[src/rtl/gps_nmea_pkg.sv]
// gps_nmea_pkg: parser state type, NMEA ASCII constants, sentence length limit
// and character-class helpers shared by the gps_nmea_rx slice.
package gps_nmea_pkg;

  typedef enum logic [2:0] {
    P_IDLE   = 3'd0,
    P_HDR    = 3'd1,
    P_FIELDS = 3'd2,
    P_CHK_HI = 3'd3,
    P_CHK_LO = 3'd4
  } parse_state_t;

  localparam logic [7:0] ASCII_DOLLAR = 8'h24;
  localparam logic [7:0] ASCII_STAR   = 8'h2A;
  localparam logic [7:0] ASCII_COMMA  = 8'h2C;
  localparam logic [7:0] ASCII_A      = 8'h41;
  localparam logic [7:0] ASCII_V      = 8'h56;
  localparam logic [7:0] ASCII_G      = 8'h47;
  localparam logic [7:0] ASCII_R      = 8'h52;
  localparam logic [7:0] ASCII_M      = 8'h4D;
  localparam logic [7:0] ASCII_C      = 8'h43;

  localparam int NMEA_MAX_LEN = 82;

  function automatic logic is_digit(input logic [7:0] c);
    return (c >= 8'h30) && (c <= 8'h39);
  endfunction

  // Uppercase hex digits only; lowercase is not a legal NMEA checksum.
  function automatic logic is_hex_upper(input logic [7:0] c);
    return ((c >= 8'h30) && (c <= 8'h39)) || ((c >= 8'h41) && (c <= 8'h46));
  endfunction

  // Returns 0 for characters that are not uppercase hex digits.
  function automatic logic [3:0] hex_to_nibble(input logic [7:0] c);
    logic [3:0] n;
    if ((c >= 8'h30) && (c <= 8'h39)) begin
      n = c[3:0];
    end else if ((c >= 8'h41) && (c <= 8'h46)) begin
      n = c[3:0] + 4'd9;
    end else begin
      n = 4'd0;
    end
    return n;
  endfunction

  // Header pattern after '$': G, any talker char, R, M, C.
  function automatic logic hdr_char_ok(input logic [2:0] idx, input logic [7:0] c);
    logic ok;
    case (idx)
      3'd0:    ok = (c == ASCII_G);
      3'd1:    ok = 1'b1;
      3'd2:    ok = (c == ASCII_R);
      3'd3:    ok = (c == ASCII_M);
      3'd4:    ok = (c == ASCII_C);
      default: ok = 1'b0;
    endcase
    return ok;
  endfunction

endpackage

[src/rtl/uart_rx_8n1.sv]
// uart_rx_8n1: 2-FF synchronizer, start validation at half a bit period,
// LSB-first 8-bit capture and stop-bit framing check.
module uart_rx_8n1 #(
  parameter int CLK_HZ = 10_000_000,
  parameter int BAUD   = 9600
) (
  input  logic       i_clk,
  input  logic       i_rst,
  input  logic       i_rx,
  output logic [7:0] data,
  output logic       valid,
  output logic       frame_err
);

  localparam int DIV  = CLK_HZ / BAUD;
  localparam int HALF = DIV / 2;
  localparam int CW   = $clog2(DIV + 1);

  typedef enum logic [2:0] {
    U_IDLE  = 3'd0,
    U_START = 3'd1,
    U_DATA  = 3'd2,
    U_STOP  = 3'd3,
    U_WAIT  = 3'd4
  } uart_state_t;

  uart_state_t   r_state;
  uart_state_t   w_next_state;
  logic [1:0]    r_sync;
  logic          r_rx_d;
  logic          w_rx;
  logic [CW-1:0] r_cnt;
  logic [2:0]    r_bit;
  logic [7:0]    r_shift;
  logic [7:0]    r_data;
  logic          r_valid;
  logic          r_frame_err;
  logic          w_tick;
  logic          w_shift_en;
  logic          w_byte_ok;
  logic          w_byte_bad;

  assign w_rx      = r_sync[1];
  assign data      = r_data;
  assign valid     = r_valid;
  assign frame_err = r_frame_err;

  // State register
  always_ff @(posedge i_clk) begin
    if (i_rst) begin
      r_state <= U_IDLE;
    end else begin
      r_state <= w_next_state;
    end
  end

  // Next-state: start edge, false-start rejection, bit count, stop check, re-arm on high
  always_comb begin
    w_next_state = r_state;
    case (r_state)
      U_IDLE: begin
        if (r_rx_d && !w_rx) w_next_state = U_START;
        else                 w_next_state = U_IDLE;
      end
      U_START: begin
        if (w_tick) w_next_state = w_rx ? U_IDLE : U_DATA;
        else        w_next_state = U_START;
      end
      U_DATA: begin
        if (w_tick && (r_bit == 3'd7)) w_next_state = U_STOP;
        else                           w_next_state = U_DATA;
      end
      U_STOP: begin
        if (w_tick) w_next_state = w_rx ? U_IDLE : U_WAIT;
        else        w_next_state = U_STOP;
      end
      U_WAIT: begin
        if (w_rx) w_next_state = U_IDLE;
        else      w_next_state = U_WAIT;
      end
      default: w_next_state = U_IDLE;
    endcase
  end

  // Output decode: sample ticks and byte outcome
  always_comb begin
    if (r_state == U_START) begin
      w_tick = (r_cnt == CW'(HALF - 1));
    end else begin
      w_tick = (r_cnt == CW'(DIV - 1));
    end
    w_shift_en = (r_state == U_DATA) && w_tick;
    w_byte_ok  = (r_state == U_STOP) && w_tick && w_rx;
    w_byte_bad = (r_state == U_STOP) && w_tick && !w_rx;
  end

  // Synchronizer, bit timer, shift register and registered byte outputs
  always_ff @(posedge i_clk) begin
    if (i_rst) begin
      r_sync      <= 2'b11;
      r_rx_d      <= 1'b1;
      r_cnt       <= {CW{1'b0}};
      r_bit       <= 3'd0;
      r_shift     <= 8'h00;
      r_data      <= 8'h00;
      r_valid     <= 1'b0;
      r_frame_err <= 1'b0;
    end else begin
      r_sync      <= {r_sync[0], i_rx};
      r_rx_d      <= w_rx;
      r_valid     <= w_byte_ok;
      r_frame_err <= w_byte_bad;
      if ((w_next_state != r_state) || w_tick || (r_state == U_IDLE) || (r_state == U_WAIT)) begin
        r_cnt <= {CW{1'b0}};
      end else begin
        r_cnt <= r_cnt + CW'(1);
      end
      if (r_state == U_IDLE) begin
        r_bit <= 3'd0;
      end else if (w_shift_en) begin
        r_bit   <= r_bit + 3'd1;
        r_shift <= {w_rx, r_shift[7:1]};
      end
      if (w_byte_ok) begin
        r_data <= r_shift;
      end
    end
  end

endmodule

[src/rtl/gps_nmea_rx.sv]
// gps_nmea_rx: GPS UART receiver plus $xxRMC parser publishing UTC time,
// per-sentence strobes and a timeout-qualified lock flag.
// Optional feature macro: GPS_NMEA_CHECKSUM_EN (checksum comparison; when
// undefined the checksum characters are consumed but not checked).
module gps_nmea_rx #(
  parameter int CLK_HZ         = 10_000_000,
  parameter int BAUD           = 9600,
  parameter int LOCK_TIMEOUT_S = 3
) (
  input  logic        CLOCK_10M,
  input  logic        RESET,
  input  logic        GPS_TX,
  output logic        GPS_LOCK,
  output logic [23:0] UTC_BCD,
  output logic        RMC_VALID,
  output logic        RX_ERR
);
  import gps_nmea_pkg::*;

  localparam int LOCK_TICKS = LOCK_TIMEOUT_S * CLK_HZ;
  localparam int LW         = $clog2(LOCK_TICKS + 1);

  logic [7:0]   w_byte;
  logic         w_bv;
  logic         w_frame_err;
  parse_state_t r_state;
  parse_state_t w_next_state;
  logic [6:0]   r_len;
  logic [6:0]   w_len_inc;
  logic [2:0]   r_hdr_idx;
  logic [3:0]   r_field;
  logic [2:0]   r_fchar;
  logic [23:0]  r_utc_sh;
  logic         r_stat_sh;
  logic [23:0]  r_utc;
  logic         r_stat_a;
  logic [LW-1:0] r_lock_cnt;
  logic         r_lock;
  logic         r_rmc_valid;
  logic         r_rx_err;
  logic         w_is_dollar;
  logic         w_len_over;
  logic         w_digit;
  logic         w_hex_ok;
  logic         w_field_abort;
  logic         w_star_ok;
  logic         w_chk_ok;
  logic         w_commit;
  logic         w_err;
  logic         w_stat_next;
  logic [LW-1:0] w_cnt_next;
  logic         w_lock_next;

  uart_rx_8n1 #(.CLK_HZ(CLK_HZ), .BAUD(BAUD)) u_uart (
    .i_clk     (CLOCK_10M),
    .i_rst     (RESET),
    .i_rx      (GPS_TX),
    .data      (w_byte),
    .valid     (w_bv),
    .frame_err (w_frame_err)
  );

  assign GPS_LOCK  = r_lock;
  assign UTC_BCD   = r_utc;
  assign RMC_VALID = r_rmc_valid;
  assign RX_ERR    = r_rx_err;

  assign w_is_dollar   = (w_byte == ASCII_DOLLAR);
  assign w_len_inc     = r_len + 7'd1;
  assign w_len_over    = (r_state != P_IDLE) && (w_len_inc > 7'(NMEA_MAX_LEN));
  assign w_digit       = is_digit(w_byte);
  assign w_hex_ok      = is_hex_upper(w_byte);
  // Field 1 needs six digits before anything else; field 2 needs A or V first.
  assign w_field_abort = ((r_field == 4'd1) && (r_fchar < 3'd6) && !w_digit) ||
                         ((r_field == 4'd2) && (r_fchar == 3'd0) &&
                          (w_byte != ASCII_A) && (w_byte != ASCII_V));
  // '*' is only meaningful once the status character has been captured.
  assign w_star_ok     = (r_field > 4'd2) || ((r_field == 4'd2) && (r_fchar != 3'd0));

`ifdef GPS_NMEA_CHECKSUM_EN
  logic [7:0] r_acc;
  logic [3:0] r_chk_hi;

  // XOR accumulator over the sentence body and latch of the high checksum nibble
  always_ff @(posedge CLOCK_10M) begin
    if (RESET) begin
      r_acc    <= 8'h00;
      r_chk_hi <= 4'h0;
    end else if (w_bv) begin
      if (w_is_dollar) begin
        r_acc <= 8'h00;
      end else if (((r_state == P_HDR) || (r_state == P_FIELDS)) && (w_byte != ASCII_STAR)) begin
        r_acc <= r_acc ^ w_byte;
      end
      if (r_state == P_CHK_HI) begin
        r_chk_hi <= hex_to_nibble(w_byte);
      end
    end
  end

  assign w_chk_ok = ({r_chk_hi, hex_to_nibble(w_byte)} == r_acc);
`else
  assign w_chk_ok = 1'b1;
`endif

  // Parser state register
  always_ff @(posedge CLOCK_10M) begin
    if (RESET) begin
      r_state <= P_IDLE;
    end else begin
      r_state <= w_next_state;
    end
  end

  // Parser next-state: '$' always restarts, overlong aborts, otherwise per-state rules
  always_comb begin
    w_next_state = r_state;
    if (!w_bv) begin
      w_next_state = r_state;
    end else if (w_is_dollar) begin
      w_next_state = P_HDR;
    end else if (w_len_over) begin
      w_next_state = P_IDLE;
    end else begin
      case (r_state)
        P_IDLE: w_next_state = P_IDLE;
        P_HDR: begin
          if (!hdr_char_ok(r_hdr_idx, w_byte)) w_next_state = P_IDLE;
          else if (r_hdr_idx == 3'd4)          w_next_state = P_FIELDS;
          else                                 w_next_state = P_HDR;
        end
        P_FIELDS: begin
          if (w_byte == ASCII_STAR) w_next_state = w_star_ok ? P_CHK_HI : P_IDLE;
          else if (w_field_abort)   w_next_state = P_IDLE;
          else                      w_next_state = P_FIELDS;
        end
        P_CHK_HI: w_next_state = w_hex_ok ? P_CHK_LO : P_IDLE;
        P_CHK_LO: w_next_state = P_IDLE;
        default:  w_next_state = P_IDLE;
      endcase
    end
  end

  // Parser outputs: commit/error decisions and next lock-timer values
  always_comb begin
    w_commit = w_bv && !w_is_dollar && !w_len_over && (r_state == P_CHK_LO) && w_hex_ok && w_chk_ok;
    w_err    = w_frame_err ||
               (w_bv && !w_is_dollar &&
                (w_len_over || ((r_state == P_CHK_LO) && w_hex_ok && !w_chk_ok)));
    if (w_commit) begin
      w_stat_next = r_stat_sh;
    end else begin
      w_stat_next = r_stat_a;
    end
    if (w_commit && r_stat_sh) begin
      w_cnt_next = LW'(LOCK_TICKS);
    end else if (r_lock_cnt != {LW{1'b0}}) begin
      w_cnt_next = r_lock_cnt - LW'(1);
    end else begin
      w_cnt_next = {LW{1'b0}};
    end
    w_lock_next = w_stat_next && (w_cnt_next != {LW{1'b0}});
  end

  // Sentence counters, UTC/status shadows, published outputs and lock timer
  always_ff @(posedge CLOCK_10M) begin
    if (RESET) begin
      r_len       <= 7'd0;
      r_hdr_idx   <= 3'd0;
      r_field     <= 4'd0;
      r_fchar     <= 3'd0;
      r_utc_sh    <= 24'h000000;
      r_stat_sh   <= 1'b0;
      r_utc       <= 24'h000000;
      r_stat_a    <= 1'b0;
      r_lock_cnt  <= {LW{1'b0}};
      r_lock      <= 1'b0;
      r_rmc_valid <= 1'b0;
      r_rx_err    <= 1'b0;
    end else begin
      r_rmc_valid <= w_commit;
      r_rx_err    <= w_err;
      r_stat_a    <= w_stat_next;
      r_lock_cnt  <= w_cnt_next;
      r_lock      <= w_lock_next;
      if (w_commit) begin
        r_utc <= r_utc_sh;
      end
      if (w_bv) begin
        if (w_is_dollar) begin
          r_len     <= 7'd1;
          r_hdr_idx <= 3'd0;
          r_field   <= 4'd0;
          r_fchar   <= 3'd0;
        end else if (r_state != P_IDLE) begin
          r_len <= w_len_inc;
          if (r_state == P_HDR) begin
            r_hdr_idx <= r_hdr_idx + 3'd1;
          end
          if (r_state == P_FIELDS) begin
            if (w_byte == ASCII_COMMA) begin
              if (r_field != 4'hF) begin
                r_field <= r_field + 4'd1;
              end
              r_fchar <= 3'd0;
            end else begin
              // Six digits shifted in leave hh at the top nibbles.
              if ((r_field == 4'd1) && (r_fchar < 3'd6) && w_digit) begin
                r_utc_sh <= {r_utc_sh[19:0], w_byte[3:0]};
              end
              if ((r_field == 4'd2) && (r_fchar == 3'd0)) begin
                r_stat_sh <= (w_byte == ASCII_A);
              end
              if (r_fchar != 3'd7) begin
                r_fchar <= r_fchar + 3'd1;
              end
            end
          end
        end
      end
    end
  end

endmodule

[config.mk]
export PLATFORM = sky130hd
export DESIGN_NAME = gps_nmea_rx
export DESIGN_NICKNAME = d
export VERILOG_FILES = /design/src/rtl/gps_nmea_pkg.sv /design/src/rtl/uart_rx_8n1.sv /design/src/rtl/gps_nmea_rx.sv
export SDC_FILE = /design/constraint.sdc
export NUM_CORES = 1
export LEC_CHECK = 0
export BUFFER_PORTS_ARGS = -buffer_cell sky130_fd_sc_hd__buf_2
export CORE_UTILIZATION = 28
export DETAILED_ROUTE_END_ITERATION = 8
export PLACE_DENSITY = 0.47
export SKIP_LAST_GASP = 1
export SYNTH_ARGS = -nofsm -noshare
export SYNTH_HDL_FRONTEND = slang
export SYNTH_SLANG_ARGS = --single-unit
[constraint.sdc]
create_clock -name CLOCK_10M -period 3.25 [get_ports CLOCK_10M]
set_input_delay 0.325 -clock CLOCK_10M [delete_from_list [all_inputs] [get_ports CLOCK_10M]]
set_output_delay 0.325 -clock CLOCK_10M [all_outputs]
set_load 0.05 [all_outputs]
==> impl_metrics.yaml, run 1 <==
sta:
  worst_clock_skew_ns: 0.009809
  worstMarginPinSlew_ns: 0.6486
  setup_viol: 0
  hold_viol: 0
  max-slew-margin-rel: 0.5642
  final.period_utilization: 0.8256
  rsz0062_at_grt: "false"
  fin_crit_ns: 2.683
  drv_slew: 0
  clock.fmax_mhz: 372.7
  final.setup.tns_ns: 0
logic_synthesis:
  synth_fp_nets: 714
  synth-main-ff-cell: "dfxtp_1"
  syn_area_per_cell_um2: 9.013
  ys_ff_latch: 136
  ys_top_cells_by_area: "dfxtp_1, mux2i_1, nor2_1"
  syn_area_um2: 6255
  ys_types: 65
  async_reset_ff_frac: 0
  synth_edf_count: 0
  syn_inst: 694
  yosysMostFrequentCell: "dfxtp_1"
  seq_area_frac_synth: 0.4353
  synth_top_area_frac: 0.4353
  ys_warn_count: 0
  synth_top_area_cell: "dfxtp_1"
  synth_common_cells: "dfxtp_1, nor2_1, mux2i_1"
flow_run:
  drv_cap: 0
clocking:
  cts_hold_buf: 0
  cts_buffers: 17
  clk_path_buf_depth: 2
  cts_tree: "done"
  post_cts_buffers: 0
  h-tree-depth: 4
  cts.sinks: 136
  ctsResizeCount: 0
  clk_root_buffer_cell: "clkbuf_16"
  clk_latency_ns: 0.42
  clk_pin_slew_ns: 0.06
pwr:
  p_leak_nw: 2.978
  vdd_drop_max_mv: 0.2772
  power-per-cell-area_nw_per_um2: 670.9
critical_path:
  endpoint_kind: "register"
  timing.rr.start: "r_len[1]"
  path_max_fanout: 11
  startpoint_type: "register"
  critPathKind: "reg2reg"
  worstPathArrival_ns: 2.96
  cp_data_required_time_ns: 3.53
  regToRegEndpoint: "GPS_LOCK"
  reg2reg_depth: 9
  r2r_setup_slack_ns: 0.57
outcome:
  status: "complete, no violations"
hold_path:
  min_from: "GPS_TX"
  min_to: "u_uart.r_sync[0]"
  hold_path_depth: 2
  worstHoldPathType: "in2reg"
place:
  placed_cell_area_um2: 6693
  dp_hpwl_um: 9007
  gp_congestion: 0.7523
  port-buffer-count: 29
route:
  vias_per_cell: 4.794
  routedWlPerCell_um: 13.48
  dr.pass1.iters: 5
  wl_met3_um: 558
  route.antenna.remaining_nets: 0
  vias: 4832
  drtIter0Drc: 301
  met1_length_um: 6863
  drc: 0
  top_layer_used: "met4"
  drt_wl_total_um: 13580
  wl_met2_um: 5984
floorplan:
  core_um2: 21890
  io_pins: 30
  dieArea_um2: 22940
  fp.dieW_um: 151.5
  die_y_um: 151.5
  start_util: 0.2857
  num_rows: 54
cells_and_area:
  insertedDiodeCount: 0
  area_growth_pct: 15.98
  drive_above_1_share: 0.1360
  finalNetCount: 736
  finish.instance_area_um2: 7254
global_route:
  first_global_vias: 4527
  grt_pass1_wl_um: 22850
  grt_usage: 0.1267
  antenna_found_initial: 0
  grt_max_degree: 56
  grt-ovfl-total: 0
==> cells by family after synthesis <==
group	Yosys count	share of synthesized area
multiplexers	71	0.1138
AO/OA/AOI/OAI	94	0.1004
adder cells (fa/ha/maj)	17	0.03401
AND/OR/NAND/NOR	294	0.2373
buffers and inverters	51	0.03581
XOR/XNOR	31	0.04341
flip-flops	136	0.4353
==> final cells by class <==
cell class | instances | area [um2]
clock inverter | 13 | 122.6
timing repair buffer | 39 | 235.2
tap | 280 | 350.3
sequential | 136 | 2723
multi-input combinational | 507 | 3328
clock buffer | 18 | 439.2
fill | 2320 | 14640
inverter | 15 | 56.30
==> worst max-delay path: stages (launching register included) <==
cell and delay [ns]:
dfxtp_1 0.43, inv_1 0.06, ha_1 0.30, o211a_1 0.23
o311ai_0 0.47, a32oi_1 0.21, o311ai_2 0.40, buf_4 0.25
o21a_1 0.13, a211oi_1 0.06
==> power by group <==
part           leakage, nW  internal, mW  switching, mW  total (mW)
Clock                0.270          1.08          0.781        1.86
Combinational         1.61         0.470          0.602        1.07
Sequential            1.10          1.79          0.152        1.94
==> registers in the layout (all words and copies together) (netlist names) <==
signal            cells
r_lock_cnt           25
UTC_BCD              24
r_utc_sh             24
u_uart.r_cnt         11
u_uart.data           8
u_uart.r_shift        8
r_len                 7
r_field               4
r_fchar               3
r_hdr_idx             3
r_state               3
u_uart.r_bit          3
u_uart.r_state        3
u_uart.r_sync         2
GPS_LOCK              1
RMC_VALID             1
RX_ERR                1
r_stat_a              1
r_stat_sh             1
u_uart.frame_err      1
u_uart.r_rx_d         1
u_uart.valid          1
==> cells in the final DEF (no fill, tap or decap), drive strengths merged, types with 4 or more instances in the layout <==
cell / instances
nand2b: 5
nand4: 11
or2: 7
nand3b: 5
or3: 13
and3: 10
dfxtp: 136
buf: 39
a21oi: 32
nor4b: 4
nand2: 30
inv: 18
clkbuf: 18
xor2: 15
o21ai: 14
nor4: 6
o31ai: 6
ha: 17
nor3b: 6
nand3: 20
a211oi: 8
xnor2: 16
or4: 7
nor3: 18
nor2b: 5
clkinv: 6
mux2i: 70
nor2: 138
==> per-layer routing <==
metal / GRT usage / vias up
li1: - / 2506
met1: 0.1673 / 2242
met2: 0.1927 / 73
met3: 0.03952 / 11
met4: 0.04600 / 0
met5: 0 / -
==> metrics by stage <==
step	power (mW)	hold WS, ns	util	cells	worst slack, ns
floorplan	2.843	0.3895	-	694	0.7246
global placement	3.063	0.3936	0.3057	977	0.6478
detailed placement	3.042	0.4008	0.3057	977	0.5548
CTS	4.944	0.06917	0.3314	1008	0.5416
global route	5.149	0.07905	0.3314	1008	0.2879
finish	4.867	0.08692	0.3314	1008	0.5668
==> worst max-delay path by stage <==
stage / from / endpoint / cells after the start
2_1_floorplan: r_len[1] / UTC_BCD[10] / 10
3_3_place_gp: r_len[1] / GPS_LOCK / 8
3_5_place_dp: r_len[1] / r_lock_cnt[17] / 8
4_1_cts: r_len[1] / r_lock_cnt[6] / 8
5_1_grt: r_len[1] / GPS_LOCK / 9
6_report: r_len[1] / GPS_LOCK / 9
Power figures use the tool's default switching activity.
==> inputs of run 2 (changes only) <==
PLACE_DENSITY = 0.48   (was 0.47)
clock period = 2.2 ns   (was 3.25 ns; I/O delays follow)
==> run 2 against run 1 <==
  * The flow now finishes with violations (negative setup slack)
  * Final area increased by 15%
  * Register-to-register slack got worse by 0.65 ns
  * Utilization increased by 4.9 points
  * Combinational power increased by 130%
  * Global-route usage increased by 1.2 points
  * Critical path depth increased by 2
  * Worst hold slack improved by 0.22 ns
  * Die area unchanged
  * Non-clock buffer count increased by 94
  * Largest cell class unchanged
  * Largest power group is now the clock network
  * Highest routed layer unchanged
==> impl_metrics.yaml, run 2 (synthesized netlist as in run 1, its figures left out) <==
sta:
  drv_slew: 0
  hold_viol: 0
  worstMarginPinSlew_ns: 0.5787
  fin_crit_ns: 2.285
  fin_ws_ns: -0.08471
  rsz0062_at_grt: "true"
  setup_viol: 36
  max-slew-margin-rel: 0.6106
  hold_ws_ns: 0.3077
  final.period_utilization: 1.039
  clock.fmax_mhz: 437.7
  worst_clock_skew_ns: 0.01139
pwr:
  vdd_drop_max_mv: 0.4174
  p_leak_nw: 3.574
  power-per-cell-area_nw_per_um2: 981.8
clocking:
  cts.sinks: 136
  clk_latency_ns: 0.42
  clk_pin_slew_ns: 0.06
  clk_root_buffer_cell: "clkbuf_16"
  clk_path_buf_depth: 2
  cts_buffers: 17
  h-tree-depth: 4
  cts_tree: "done"
route:
  drtIter0Drc: 227
  dr.pass1.iters: 4
  drc: 0
  drt_wl_total_um: 14840
  vias: 5179
  vias_per_cell: 4.691
  routedWlPerCell_um: 13.44
  route.antenna.remaining_nets: 0
critical_path:
  critPathMaxStageDelay_ns: 0.37
  path_max_fanout: 5
  path_cells: "inv_2 -> ha_4 -> o211a_1 -> o311ai_2 -> a32oi_2 -> o31ai_4 -> buf_6 -> buf_12 -> buf_12 -> mux2i_2 -> nor2_1"
  endpoint_kind: "register"
  slowest_stage: "dfxtp_4"
  crit_top_cell: "buf_12"
  cp_data_required_time_ns: 2.49
  critPathKind: "reg2reg"
  worstPathArrival_ns: 2.58
  startpoint_type: "register"
place:
  port-buffer-count: 29
  dp_hpwl_um: 9968
  gp_congestion: 0.7848
  place_inst: 1055
floorplan:
  die_y_um: 151.5
  start_util: 0.2857
  num_rows: 54
  fp.dieW_um: 151.5
  dieArea_um2: 22940
  core_um2: 21890
  io_pins: 30
cells_and_area:
  final_cell_mix: "dfxtp_1, nor2_1, buf_4"
  final_cells: 1104
  final_common_cell: "dfxtp_1"
  largest_register_ffs: 25
  multi_input_area_um2: 3480
  area_growth_pct: 33.29
  num-fill-cells: 2255
  insertedDiodeCount: 0
  seq_area_um2: 2730
  finalNetCount: 831
  drive_above_1_share: 0.2694
  regMostFlops: "r_lock_cnt"
outcome:
  failed_checks: "negative setup slack"
  status: "complete, but fails checks"
hold_path:
  worstHoldPathType: "in2reg"
global_route:
  antenna_found_initial: 1
  grt-ovfl-total: 0
  grt_usage: 0.1384
  grt_max_degree: 109
  first_global_vias: 4946
  grt_pass1_wl_um: 25030
flow_run:
  drv_cap: 0
-- run 2: changes by cell type in the layout (fill, tap and decap cells not counted), moves of 4 or more --
cell and change:
a21oi_2 +4, buf_12 +7, buf_6 +4, buf_4 +78, a21oi_1 -4, dfxtp_1 -4
nand2_2 +4, nand2_1 -5
-- run 2: layout make-up --
class / count / share of cell area
Sequential cell: 136 / 0.3275
Tap cell: 280 / 0.04202
Clock inverter: 15 / 0.02206
Inverter: 15 / 0.006754
Multi-Input combinational cell: 508 / 0.4174
Clock buffer: 17 / 0.05103
Timing Repair Buffer: 133 / 0.1333
-- run 2: where the power goes --
group / leakage, nW / internal (mW) / total, mW / switching, mW
clock: 0.291 / 1.72 / 2.95 / 1.23
combinational: 2.18 / 1.27 / 2.44 / 1.17
sequential: 1.10 / 2.64 / 2.79 / 0.146
-- run 2: repair_timing --
action                     in CTS  in global routing
setup endpoints to repair      56                 52
cloned                          3                  1
hold endpoints to repair        1                  0
setup buffers                  10                  2
gates resized for setup        17                 17
pin swaps                      13                  7
hold buffers                    1                  0
-- run 2: path summary, 6_finish.rpt --
| check | startpoint | end | slack [ns] | cells after the start |
|---|---|---|---|---|
| max | r_len[1] | UTC_BCD[22] | -0.08 | 11 |
| min | RESET | u_uart.r_cnt[1] | 0.31 | 4 |
| max reg2reg | r_len[1] | UTC_BCD[22] | -0.08 | 11 |
| min reg2reg | u_uart.r_sync[0] | u_uart.r_sync[1] | 0.42 | 1 |
-- run 2: layer usage --
layer	up-vias	track usage	share of wire
li1	2689	-	-
met4	0	0.04300	0.010
met1	2442	0.1901	0.52
met3	9	0.03263	0.023
met5	-	0	0
met2	39	0.2126	0.45
-- run 2: critical path, delay by kind of cell (launching register included) --
| family | cells | cell delay, ns |
|---|---|---|
| buf+inv | 4 | 0.45 |
| mux | 1 | 0.20 |
| simple gates | 1 | 0.05 |
| flops | 1 | 0.37 |
| compound gates | 4 | 0.86 |
| fa+ha+maj | 1 | 0.22 |
-- run 2: metrics by stage --
stage | power, mW | setup TNS, ns | instance area [um2] | worst slack [ns] | util
finish | 8.185 | -1.661 | 8337 | -0.08471 | 0.3808
global route | 8.665 | -5.962 | 8337 | -0.1984 | 0.3808
CTS | 8.190 | -1.659 | 8219 | -0.08349 | 0.3755
detailed placement | 5.041 | -4.820 | 7348 | -0.1439 | 0.3357
global placement | 5.063 | -4.655 | 7348 | -0.1235 | 0.3357
floorplan | 4.208 | -0.7066 | 6310 | -0.07161 | -
==> inputs of run 3 (changes only) <==
SYNTH_HIERARCHICAL = 1   (was not set)
==> run 3 against run 2 <==
  * The run now ends clean
  * Final area decreased by 4.5%
  * Via count increased by 0.60%
  * Die area increased by 2.6%
  * Critical path depth decreased by 3
  * Largest cell class unchanged
  * Sequential power about the same
  * First-iteration DRC count decreased by 4.0%
  * Largest power group is now registers
==> impl_metrics.yaml, run 3 <==
outcome:
  status: "complete, no violations"
global_route:
  grt_max_degree: 37
  grtUsageMet3: 0.02920
  antenna_found_initial: 0
  grt-busiest-layer: "met1"
  grt-ovfl-total: 0
  gr-usage-met2: 0.1829
  first_global_vias: 4862
  grt_usage: 0.1263
  met1_usage: 0.1838
  grt_pass1_wl_um: 24360
critical_path:
  cp_data_required_time_ns: 2.50
  critPathKind: "reg2reg"
  startpoint_type: "register"
  r2r_setup_slack_ns: 0.05
  worstPathArrival_ns: 2.45
  endpoint_kind: "register"
  path_max_fanout: 12
logic_synthesis:
  synth_fp_nets: 734
  yosysMostFrequentCell: "dfxtp_1"
  async_reset_ff_frac: 0
  synth-main-ff-cell: "dfxtp_1"
  ys_top_cells_by_area: "dfxtp_1, mux2i_1, nor2_1"
  ys_types: 67
  synth_top_area_frac: 0.4242
  syn_area_per_cell_um2: 8.990
  ys_warn_count: 6
  syn_inst: 714
  synth_edf_count: 0
  synth_top_area_cell: "dfxtp_1"
  synth_common_cells: "dfxtp_1, nor2_1, mux2i_1"
  seq_area_frac_synth: 0.4242
  ys_ff_latch: 136
  syn_area_um2: 6419
place:
  gp_congestion: 0.7775
  dp_hpwl_um: 9748
  place_inst: 1059
  placed_cell_area_um2: 7234
  port-buffer-count: 29
  dp_slack_ns: 0.01017
clocking:
  cts_tree: "done"
  clk_root_buffer_cell: "clkbuf_16"
  clk_pin_slew_ns: 0.06
  clk_path_buf_depth: 2
  h-tree-depth: 4
  clk_latency_ns: 0.42
  cts_buffers: 17
  cts.sinks: 136
route:
  drtIter0Drc: 218
  drc: 0
  drt_wl_total_um: 14730
  dr.pass1.iters: 5
  route.antenna.remaining_nets: 0
  vias: 5210
  routedWlPerCell_um: 13.43
  vias_per_cell: 4.749
sta:
  worstMarginPinSlew_ns: 0.5158
  worst_clock_skew_ns: 0.01654
  final.setup.tns_ns: 0
  max-slew-margin-rel: 0.6530
  hold_viol: 0
  fin_ws_ns: 0.04765
  hold_ws_ns: 0.1130
  setup_viol: 0
  rsz0062_at_grt: "true"
  drv_slew: 0
  final.period_utilization: 0.9783
  clock.fmax_mhz: 464.6
  fin_crit_ns: 2.152
pwr:
  power-per-cell-area_nw_per_um2: 990.3
  p_leak_nw: 3.237
  fin_total_pwr_mw: 7.884
  vdd_drop_max_mv: 0.4696
floorplan:
  dieArea_um2: 23530
  die_y_um: 153.4
  num_rows: 55
  fp.dieW_um: 153.4
  io_pins: 30
  core_um2: 22570
  start_util: 0.2844
cells_and_area:
  drive_above_1_share: 0.2167
  insertedDiodeCount: 0
  area_growth_pct: 24.04
  final_cells: 1097
  utilization: 0.3527
  final_common_cell: "dfxtp_1"
  regMostFlops: "r_lock_cnt"
  final_cell_mix: "dfxtp_1, nor2_1, buf_4"
  finalNetCount: 819
  finish.instance_area_um2: 7961
  largest_register_ffs: 25
flow_run:
  drv_cap: 0
hold_path:
  worstHoldPathType: "in2reg"
==> run 3: cell count changes after synthesis, moves of 5 or more <==
| cell | delta |
|---|---|
| a21oi_1 | +12 |
| nor3_1 | +11 |
| mux2i_1 | -10 |
| nor2_2 | -10 |
| o21ai_0 | +9 |
| clkbuf_1 | -8 |
| nand4_1 | +7 |
| and3_1 | -6 |
| a211oi_1 | -5 |
| buf_6 | +5 |
| or4_1 | -5 |
==> run 3: cells by family (layout without fill, tap and decap cells) <==
group,Yosys count,in the layout,share of synthesized area
AO/OA/AOI/OAI,111,111,0.1099
multiplexers,60,60,0.09357
XOR/XNOR,35,35,0.04776
flip-flops,136,136,0.4242
AND/OR/NAND/NOR,302,304,0.2503
adder cells (fa/ha/maj),17,17,0.03314
buffers and inverters,53,149,0.04113
==> run 3: worst max-delay path, cell delays in order, from the launching register on <==
cell and delay, ns:
dfxtp_2 0.32, or3b_4 0.39, or3b_4 0.43, a21oi_4 0.17, and3_4 0.22, buf_8 0.15, nand2_8 0.12, mux2i_1 0.17
nor2_1 0.06
==> run 3: where the power goes <==
group / total, mW / internal [mW] / leakage, nW / switching, mW
Combinational: 2.34 / 1.12 / 1.87 / 1.22
Sequential: 2.81 / 2.64 / 1.10 / 0.171
Clock: 2.73 / 1.49 / 0.267 / 1.25
Total: 7.88 / 5.24 / 3.24 / 2.64
==> run 3: routing by layer <==
metal | wire (um) | part of all wire
met1 | 8049 | 0.55
met2 | 6213 | 0.42
met3 | 325 | 0.022
met4 | 145 | 0.0098
met5 | 0 | 0
==> run 3: final timing paths <==
path                    startpoint          endpoint  cells past startpoint
setup / recovery    u_uart/data[6]        UTC_BCD[3]                      8
hold / removal               RESET    r_lock_cnt[16]                      2
setup reg to reg    u_uart/data[6]        UTC_BCD[3]                      8
hold reg to reg   u_uart/r_sync[0]  u_uart/r_sync[1]                      1
==> run 3: final cells by class <==
type | instances | area [um2]
clock buffers | 17 | 425.4
fillers | 2323 | 14610
multi-input cells | 527 | 3526
repair buffers | 99 | 728.2
well taps | 285 | 356.6
flip-flops and latches | 136 | 2726
clock inverters | 15 | 131.4
inverters | 18 | 67.56
==> run 3: repair_timing <==
item | in CTS | in global routing
pin swaps | 1 | 13
gates resized for setup | 0 | 29
hold buffers | 1 | 0
endpoints found under the setup margin | 2 | 44
buffers inserted | 0 | 2
gates cloned | 0 | 3
hold endpoints to repair | 1 | 0
